### config.mk
export PLATFORM = sky130hd
export DESIGN_NAME = biu_strobe_decoder_flat
export DESIGN_NICKNAME = d
export VERILOG_FILES = /design/src/rtl/biu_pkg.sv /design/src/rtl/biu_strobe_decoder_if.sv /design/src/rtl/biu_sync.sv /design/src/rtl/biu_strobe_decoder.sv /design/src/flat_wrapper.sv
export SDC_FILE = /design/constraint.sdc
export NUM_CORES = 1
export LEC_CHECK = 0
export BUFFER_PORTS_ARGS = -buffer_cell sky130_fd_sc_hd__buf_2
export CELL_PAD_IN_SITES_DETAIL_PLACEMENT = 1
export CELL_PAD_IN_SITES_GLOBAL_PLACEMENT = 2
export CORE_AREA = 5 5 539 541
export CTS_CLUSTER_DIAMETER = 50
export DETAILED_ROUTE_END_ITERATION = 7
export DIE_AREA = 0 0 544 546
export PLACE_DENSITY = 0.44
export SYNTH_ARGS = -nofsm -noshare
export SYNTH_HDL_FRONTEND = slang
export SYNTH_SLANG_ARGS = --single-unit
### constraint.sdc
create_clock -name fpga_clk -period 7.71 [get_ports fpga_clk]
set_clock_uncertainty 0.05 [all_clocks]
set_input_delay 1.542 -clock fpga_clk [delete_from_list [all_inputs] [get_ports fpga_clk]]
set_output_delay 1.542 -clock fpga_clk [all_outputs]
set_load 0.02 [all_outputs]
### src/rtl/biu_pkg.sv
// Shared types and constants for the CPLD/ARM bus strobe decoder.
package biu_pkg;

    typedef enum logic [2:0] {
        ST_RELEASE  = 3'd0,
        ST_IDLE     = 3'd1,
        ST_RD_PULSE = 3'd2,
        ST_RD_DATA  = 3'd3,
        ST_RD_HOLD  = 3'd4,
        ST_WR_HOLD  = 3'd5
    } state_t;

    localparam logic [1:0] ERR_NONE     = 2'b00;
    localparam logic [1:0] ERR_RD_MISS  = 2'b01;
    localparam logic [1:0] ERR_WR_MISS  = 2'b10;
    localparam logic [1:0] ERR_CONFLICT = 2'b11;

    localparam logic [31:0] MISS_VALUE_DEFAULT = 32'hDEADBEEF;

    function automatic logic [7:0] sat_inc8(input logic [7:0] v);
        return (v == 8'hFF) ? v : v + 8'd1;
    endfunction

endpackage

### src/rtl/biu_strobe_decoder_if.sv
// External bus side of the strobe decoder: CPLD strobes, address, channel data and diagnostics.
interface biu_strobe_decoder_if #(
    parameter int unsigned ADDR_W = 24,
    parameter int unsigned DATA_W = 32,
    parameter int unsigned NUM_WR = 20,
    parameter int unsigned NUM_RD = 40
);
    logic                     cpld_rs;
    logic                     cpld_ws;
    logic [ADDR_W-1:0]        arm_a;
    logic [NUM_RD*DATA_W-1:0] rd_data;
    logic                     err_clr;
    logic [NUM_RD-1:0]        rs_vector;
    logic [NUM_WR-1:0]        ws_vector;
    logic [DATA_W-1:0]        arm_data_out;
    logic                     arm_data_oe;
    logic [7:0]               err_count;
    logic [1:0]               err_code;

    modport master (
        output cpld_rs, cpld_ws, arm_a, rd_data, err_clr,
        input  rs_vector, ws_vector, arm_data_out, arm_data_oe, err_count, err_code
    );

    modport slave (
        input  cpld_rs, cpld_ws, arm_a, rd_data, err_clr,
        output rs_vector, ws_vector, arm_data_out, arm_data_oe, err_count, err_code
    );
endinterface

### src/rtl/biu_sync.sv
// Single-bit multi-stage synchroniser; resets to 1 so an idle (high) strobe is assumed.
module biu_sync #(
    parameter int unsigned STAGES = 2
) (
    input  logic i_clk,
    input  logic i_rst,
    input  logic i_d,
    output logic o_q
);
    logic [STAGES-1:0] r_stages;

    always_ff @(posedge i_clk or posedge i_rst) begin
        if (i_rst) begin
            r_stages <= '1;
        end else begin
            r_stages <= {r_stages[STAGES-2:0], i_d};
        end
    end

    assign o_q = r_stages[STAGES-1];
endmodule

### src/rtl/biu_strobe_decoder.sv
// Synchronises CPLD strobes, decodes the bus address and emits one active-low
// channel strobe per access, returns read data and logs decode/strobe errors.
module biu_strobe_decoder
    import biu_pkg::*;
#(
    parameter int unsigned       ADDR_W      = 24,
    parameter int unsigned       DATA_W      = 32,
    parameter int unsigned       NUM_WR      = 20,
    parameter int unsigned       NUM_RD      = 40,
    parameter logic [ADDR_W-1:0] WR_BASE     = '0,
    parameter logic [ADDR_W-1:0] RD_BASE     = '0,
    parameter int unsigned       STRIDE_LOG2 = 2,
    parameter int unsigned       SYNC_STAGES = 2,
    parameter logic [DATA_W-1:0] MISS_VALUE  = DATA_W'(MISS_VALUE_DEFAULT)
) (
    input logic                 fpga_clk,
    input logic                 rst,
    biu_strobe_decoder_if.slave bus
);
    localparam int unsigned FLUSH_W = $clog2(SYNC_STAGES + 1);

    state_t              r_state;
    logic [ADDR_W-1:0]   r_addr;
    logic                r_rs_prev, r_ws_prev;
    logic [FLUSH_W-1:0]  r_flush;
    logic [NUM_RD-1:0]   r_rs_vector;
    logic [NUM_WR-1:0]   r_ws_vector;
    logic [DATA_W-1:0]   r_data_out;
    logic                r_data_oe;
    logic [7:0]          r_err_count;
    logic [1:0]          r_err_code;

    logic                w_s_rs, w_s_ws, w_rs_fall, w_ws_fall;
    logic [ADDR_W-1:0]   w_wr_slot, w_rd_slot;
    logic                w_wr_hit, w_rd_hit;
    logic [NUM_WR-1:0]   w_wr_sel;
    logic [NUM_RD-1:0]   w_rd_sel;
    logic [DATA_W-1:0]   w_rd_word;
    logic                w_conflict, w_wr_miss, w_rd_miss, w_err_any;
    logic [1:0]          w_err_code;

    biu_sync #(.STAGES(SYNC_STAGES)) u_sync_rs (
        .i_clk(fpga_clk), .i_rst(rst), .i_d(bus.cpld_rs), .o_q(w_s_rs)
    );
    biu_sync #(.STAGES(SYNC_STAGES)) u_sync_ws (
        .i_clk(fpga_clk), .i_rst(rst), .i_d(bus.cpld_ws), .o_q(w_s_ws)
    );

    assign w_rs_fall = !w_s_rs && r_rs_prev;
    assign w_ws_fall = !w_s_ws && r_ws_prev;

    // Write decode straight from the bus (used on the fall cycle); read decode from the latched address.
    assign w_wr_slot = (bus.arm_a - WR_BASE) >> STRIDE_LOG2;
    assign w_rd_slot = (r_addr - RD_BASE) >> STRIDE_LOG2;
    assign w_wr_hit  = (bus.arm_a >= WR_BASE) && (w_wr_slot < ADDR_W'(NUM_WR));
    assign w_rd_hit  = (r_addr >= RD_BASE) && (w_rd_slot < ADDR_W'(NUM_RD));

    always_comb begin
        w_wr_sel = '0;
        for (int i = 0; i < NUM_WR; i++) w_wr_sel[i] = (w_wr_slot == ADDR_W'(i));
    end

    always_comb begin
        w_rd_sel  = '0;
        w_rd_word = '0;
        for (int i = 0; i < NUM_RD; i++) begin
            w_rd_sel[i] = (w_rd_slot == ADDR_W'(i));
            if (w_rd_sel[i]) w_rd_word = bus.rd_data[i*DATA_W +: DATA_W];
        end
    end

    assign w_conflict = ((r_state == ST_IDLE) && w_rs_fall && w_ws_fall) ||
                        ((r_state == ST_RD_HOLD) && w_ws_fall) ||
                        ((r_state == ST_WR_HOLD) && w_rs_fall);
    assign w_wr_miss  = (r_state == ST_IDLE) && w_ws_fall && !w_rs_fall && !w_wr_hit;
    assign w_rd_miss  = (r_state == ST_RD_PULSE) && !w_rd_hit;
    assign w_err_any  = w_conflict || w_wr_miss || w_rd_miss;
    assign w_err_code = w_conflict ? ERR_CONFLICT : (w_wr_miss ? ERR_WR_MISS : ERR_RD_MISS);

    // r_flush keeps RELEASE from trusting the reset value of the synchronisers
    // until a real strobe sample has propagated through every stage.
    always_ff @(posedge fpga_clk or posedge rst) begin
        if (rst) begin
            r_state     <= ST_RELEASE;
            r_addr      <= '0;
            r_rs_prev   <= 1'b1;
            r_ws_prev   <= 1'b1;
            r_flush     <= FLUSH_W'(SYNC_STAGES);
            r_rs_vector <= '1;
            r_ws_vector <= '1;
            r_data_out  <= '0;
            r_data_oe   <= 1'b0;
        end else begin
            r_rs_prev   <= w_s_rs;
            r_ws_prev   <= w_s_ws;
            r_rs_vector <= '1;
            r_ws_vector <= '1;
            if (r_flush != '0) r_flush <= r_flush - FLUSH_W'(1);
            case (r_state)
                ST_RELEASE: if (r_flush == '0 && w_s_rs && w_s_ws) r_state <= ST_IDLE;
                ST_IDLE: begin
                    if (w_rs_fall && w_ws_fall) begin
                        r_state <= ST_RELEASE;
                    end else if (w_rs_fall) begin
                        r_addr  <= bus.arm_a;
                        r_state <= ST_RD_PULSE;
                    end else if (w_ws_fall) begin
                        r_addr <= bus.arm_a;
                        if (w_wr_hit) r_ws_vector <= ~w_wr_sel;
                        r_state <= ST_WR_HOLD;
                    end
                end
                ST_RD_PULSE: begin
                    if (w_rd_hit) r_rs_vector <= ~w_rd_sel;
                    r_state <= ST_RD_DATA;
                end
                ST_RD_DATA: begin
                    r_data_out <= w_rd_hit ? w_rd_word : MISS_VALUE;
                    r_data_oe  <= 1'b1;
                    r_state    <= ST_RD_HOLD;
                end
                ST_RD_HOLD: begin
                    if (w_s_rs) begin
                        r_data_oe <= 1'b0;
                        r_state   <= ST_IDLE;
                    end
                end
                ST_WR_HOLD: if (w_s_ws) r_state <= ST_IDLE;
                default:    r_state <= ST_RELEASE;
            endcase
        end
    end

    // Diagnostic counter: clear wins over increment but still records a coincident error.
    always_ff @(posedge fpga_clk or posedge rst) begin
        if (rst) begin
            r_err_count <= 8'd0;
            r_err_code  <= ERR_NONE;
        end else if (bus.err_clr) begin
            r_err_count <= w_err_any ? 8'd1 : 8'd0;
            r_err_code  <= w_err_any ? w_err_code : ERR_NONE;
        end else if (w_err_any) begin
            r_err_count <= sat_inc8(r_err_count);
            r_err_code  <= w_err_code;
        end
    end

    assign bus.rs_vector    = r_rs_vector;
    assign bus.ws_vector    = r_ws_vector;
    assign bus.arm_data_out = r_data_out;
    assign bus.arm_data_oe  = r_data_oe;
    assign bus.err_count    = r_err_count;
    assign bus.err_code     = r_err_code;
endmodule

### src/flat_wrapper.sv
// flat-port wrapper written by rule: the top's interface ports become plain ports
module biu_strobe_decoder_flat import biu_pkg::*;
#(
    parameter int unsigned       ADDR_W      = 24,
    parameter int unsigned       DATA_W      = 32,
    parameter int unsigned       NUM_WR      = 20,
    parameter int unsigned       NUM_RD      = 40,
    parameter logic [ADDR_W-1:0] WR_BASE     = '0,
    parameter logic [ADDR_W-1:0] RD_BASE     = '0,
    parameter int unsigned       STRIDE_LOG2 = 2,
    parameter int unsigned       SYNC_STAGES = 2,
    parameter logic [DATA_W-1:0] MISS_VALUE  = DATA_W'(MISS_VALUE_DEFAULT)
)
  (fpga_clk, rst, bus_cpld_rs, bus_cpld_ws, bus_arm_a, bus_rd_data, bus_err_clr, bus_rs_vector, bus_ws_vector, bus_arm_data_out, bus_arm_data_oe, bus_err_count, bus_err_code);
  biu_strobe_decoder_if #(.ADDR_W(ADDR_W), .DATA_W(DATA_W), .NUM_WR(NUM_WR), .NUM_RD(NUM_RD)) bus_i ();
  input logic fpga_clk;
  input logic rst;
  input wire logic [$bits(bus_i.cpld_rs)-1:0] bus_cpld_rs;
  input wire logic [$bits(bus_i.cpld_ws)-1:0] bus_cpld_ws;
  input wire logic [$bits(bus_i.arm_a)-1:0] bus_arm_a;
  input wire logic [$bits(bus_i.rd_data)-1:0] bus_rd_data;
  input wire logic [$bits(bus_i.err_clr)-1:0] bus_err_clr;
  output wire logic [$bits(bus_i.rs_vector)-1:0] bus_rs_vector;
  output wire logic [$bits(bus_i.ws_vector)-1:0] bus_ws_vector;
  output wire logic [$bits(bus_i.arm_data_out)-1:0] bus_arm_data_out;
  output wire logic [$bits(bus_i.arm_data_oe)-1:0] bus_arm_data_oe;
  output wire logic [$bits(bus_i.err_count)-1:0] bus_err_count;
  output wire logic [$bits(bus_i.err_code)-1:0] bus_err_code;
  assign bus_i.cpld_rs = bus_cpld_rs;
  assign bus_i.cpld_ws = bus_cpld_ws;
  assign bus_i.arm_a = bus_arm_a;
  assign bus_i.rd_data = bus_rd_data;
  assign bus_i.err_clr = bus_err_clr;
  assign bus_rs_vector = bus_i.rs_vector;
  assign bus_ws_vector = bus_i.ws_vector;
  assign bus_arm_data_out = bus_i.arm_data_out;
  assign bus_arm_data_oe = bus_i.arm_data_oe;
  assign bus_err_count = bus_i.err_count;
  assign bus_err_code = bus_i.err_code;
  biu_strobe_decoder #(.ADDR_W(ADDR_W), .DATA_W(DATA_W), .NUM_WR(NUM_WR), .NUM_RD(NUM_RD), .WR_BASE(WR_BASE), .RD_BASE(RD_BASE), .STRIDE_LOG2(STRIDE_LOG2), .SYNC_STAGES(SYNC_STAGES), .MISS_VALUE(MISS_VALUE)) u_core (.fpga_clk(fpga_clk), .rst(rst), .bus(bus_i));
endmodule
==> flow_metrics.env <==
export IMPL_post_route_period_util_pct=78.0
export IMPL_syn_inst=2244
export IMPL_place_detailed_hpwl_mm=303
export IMPL_routedWlPerCell_um=45.5
export IMPL_fmax_mhz=166
export IMPL_wl_mm=345
export IMPL_vias=29500
export IMPL_yosysTopAreaCell="dfstp_2"
export IMPL_die_w_um=544
export IMPL_postSynth_topFlopCell="dfrtp_1"
export IMPL_cts_root_buffer="clkbuf_16"
export IMPL_htreeDepth=4
export IMPL_slew_headroom_pct=12.2
export IMPL_synthDistinctLibCells=89
export IMPL_crit_required_ns=8.14
export IMPL_avgSynthCellArea_um2=7.30
export IMPL_dp_slack_ns=1.95
export IMPL_boundaryPins=1412
export IMPL_fin_util_pct=10.7
export IMPL_end_kind="flop"
export IMPL_cts_buffers=17
export IMPL_synth_top_area_share_pct=10.7
export IMPL_cts_sinks=136
export IMPL_antenna_found_initial=282
export IMPL_synth_area_leaders="dfstp_2, dfrtp_1, nand2_1"
export IMPL_syn_to_final_growth_pct=85.3
export IMPL_stdcell_count=7582
export IMPL_routabilityCongestion=0.825
export IMPL_crit_type="reg2reg"
export IMPL_drtPass1Iterations=6
export IMPL_gr_total_overflow=0
export IMPL_initial_core_util_pct=5.76
export IMPL_slew_violations=0
export IMPL_numPortBuffers=1409
export IMPL_n_fill_cell=34500
export IMPL_status="completed"
export IMPL_grt_pass1_wl_mm=412
export IMPL_drive_above_1_share_pct=51.3
export IMPL_yosysWarnings=0
export IMPL_ys_ff_latch=136
export IMPL_rsz0062_at_grt="false"
export IMPL_max_cap_viol_count=0
export IMPL_vdd_drop_max_mv=0.128
export IMPL_setup_viol=0
export IMPL_cts_hold_buf=0
export IMPL_syn_nets=3558
export IMPL_viasPerCell=3.89
export IMPL_cts_tree="yes"
export IMPL_synth_area_mm2=0.0164
export IMPL_cts_resized=0
export IMPL_finalWorstSetupSlack_ns=1.70
export IMPL_tightestPinTransition_ns=1.31
export IMPL_grt_max_degree=79
export IMPL_synth_simple_gate_area_share_pct=25.4
export IMPL_synthAdderAreaFrac_pct=0.382
export IMPL_synth_edf_count=0
export IMPL_grt_usage_pct=22.2
export IMPL_grt_pass1_vias=30300
export IMPL_power_leakage_nw=12.1
export IMPL_dieArea_mm2=0.297
export IMPL_first_iter_violations=2785
export IMPL_worstPathMaxFanout=23
export IMPL_drtAntennaViolNets=0
export IMPL_insertion_delay_ns=0.55
export IMPL_dp_cells=7449
export IMPL_ys_async_sr_fraction_pct=100
export IMPL_yosys_mux_area_fraction_pct=7.47
export IMPL_worstPathArrival_ns=6.45
export IMPL_seq_area_frac_synth_pct=21.3
export IMPL_cts_setup_buffers=0
export IMPL_powerDensity_mw_per_mm2=200
export IMPL_tns_ns=0
export IMPL_remaining_drc_errors=0
export IMPL_die_y_um=546
export IMPL_synth_xor_area_share_pct=0.321
export IMPL_min_period_ns=6.01
export IMPL_synth_compound_area_share_pct=39.7
export IMPL_num_rows=196
export IMPL_ctsLongestPathBuffers=2
export IMPL_synth_top_family_by_area="compound AO/OA/AOI/OAI gates"
export IMPL_core_area_mm2=0.284
export IMPL_nets=5020
export IMPL_hold_viol=0
export IMPL_crit_path_start_kind="flop"
export IMPL_min_path_type="reg2reg"
export IMPL_clk_pin_slew_ns=0.08
[worst paths after layout]
kind,start,to,slack (ns),cells after the start
setup / recovery,u_core.r_addr[10],u_core.bus.arm_data_out[28],1.70,10
hold / removal,u_core.u_sync_rs.r_stages[0],u_core.u_sync_rs.r_stages[1],0.31,0
setup reg to reg,u_core.r_addr[10],u_core.bus.arm_data_out[28],1.70,10
hold reg to reg,u_core.u_sync_rs.r_stages[0],u_core.u_sync_rs.r_stages[1],0.31,0
max in group asynchronous,rst,u_core.bus.err_count[0],5.43,3
min in group asynchronous,rst,u_core.bus.arm_data_out[6],0.99,2
[kinds of logic after synthesis]
group,Yosys count
compound gates,939
simple gates,848
buf+inv,207
flops,136
mux,103
xor+xnor,6
fa+ha+maj,5
[critical path: stages, from the launching register on]
cell and delay (ns):
dfrtp_1 0.41, nor4_2 0.66, nand4_4 0.73, nor3_2 1.14, a21oi_1 0.20, a211oi_1 1.04, buf_4 0.27, o2111ai_1 0.51
a2111oi_0 0.63, a2111oi_0 0.14, nor2_1 0.12
[layout make-up]
cell class	instances	area, um2	share of cell area, %
clock inverters	14	138	0.453
multi-input cells	1901	12500	41.1
repair buffers	1631	8780	28.9
well taps	3762	4710	15.5
clock buffers	18	439	1.45
flip-flops and latches	136	3500	11.5
inverters	19	82.6	0.272
diodes	101	253	0.832
[cells in the mapped netlist (62+ instances only)]
library cell    n
a21oi_1       183
nor2_1        228
o22ai_1        89
o21ai_0       173
dfrtp_1        69
a22oi_1        83
nor3_1         88
nand3_1        97
a221oi_1       62
nand2_1       248
clkbuf_1      110
dfstp_2        67
[state kept, by name (all words and copies together) (netlist names), 2 cells and up]
signal / count
u_core.bus.arm_data_out: 32
u_core.bus.ws_vector: 20
u_core.u_sync_rs.r_stages: 2
u_core.bus.err_count: 8
u_core.r_addr: 22
u_core.bus.rs_vector: 40
u_core.u_sync_ws.r_stages: 2
u_core.r_flush: 2
u_core.r_state: 3
u_core.bus.err_code: 2
[through the flow]
step                      area [um2]  hold slack (ns)  power [mW]
final                          30400            0.308        6.07
after global routing           30200            0.314        6.27
after CTS                      30100            0.309        6.18
after detailed placement       29500            0.298        5.14
after global placement         29500            0.297        5.13
after floorplan                16400            0.295        2.50
[layout by cell type (no fill, tap or decap), types with 11 or more instances in the layout]
master and n:
a2111oi_0 12, a211oi_1 30, a21o_1 14, a21oi_1 183
a221o_1 22, a221oi_1 59, a222oi_1 41, a22o_1 19
a22oi_1 83, a31oi_1 22, and3_1 15, buf_2 1409
buf_4 217, clkbuf_16 17, dfrtp_1 65, dfstp_2 67
diode_2 101, inv_1 15, mux2_2 44, mux2i_1 48
mux4_2 11, nand2_1 242, nand3_1 92, nand4_1 27
nor2_1 210, nor2_2 12, nor2_4 14, nor3_1 72
nor3_2 16, nor4_1 21, o2111ai_1 17, o211ai_1 15
o21ai_0 168, o221ai_1 44, o22ai_1 89, o2bb2ai_1 13
or4_1 13
[routing by layer]
metal | global-route usage, % | share of wire, %
met5 | 0 | 0.22
met4 | 7.38 | 3.9
met3 | 5.45 | 6.9
met2 | 39.7 | 50
met1 | 25.8 | 39
[power by group]
part	switching, mW	leakage (nW)	internal, mW
Sequential	0.273	1.53	0.858
Combinational	2.88	10.3	1.10
Clock	0.502	0.284	0.460
Total	3.65	12.1	2.41
Note: power is estimated with default switching activity, not from simulation.
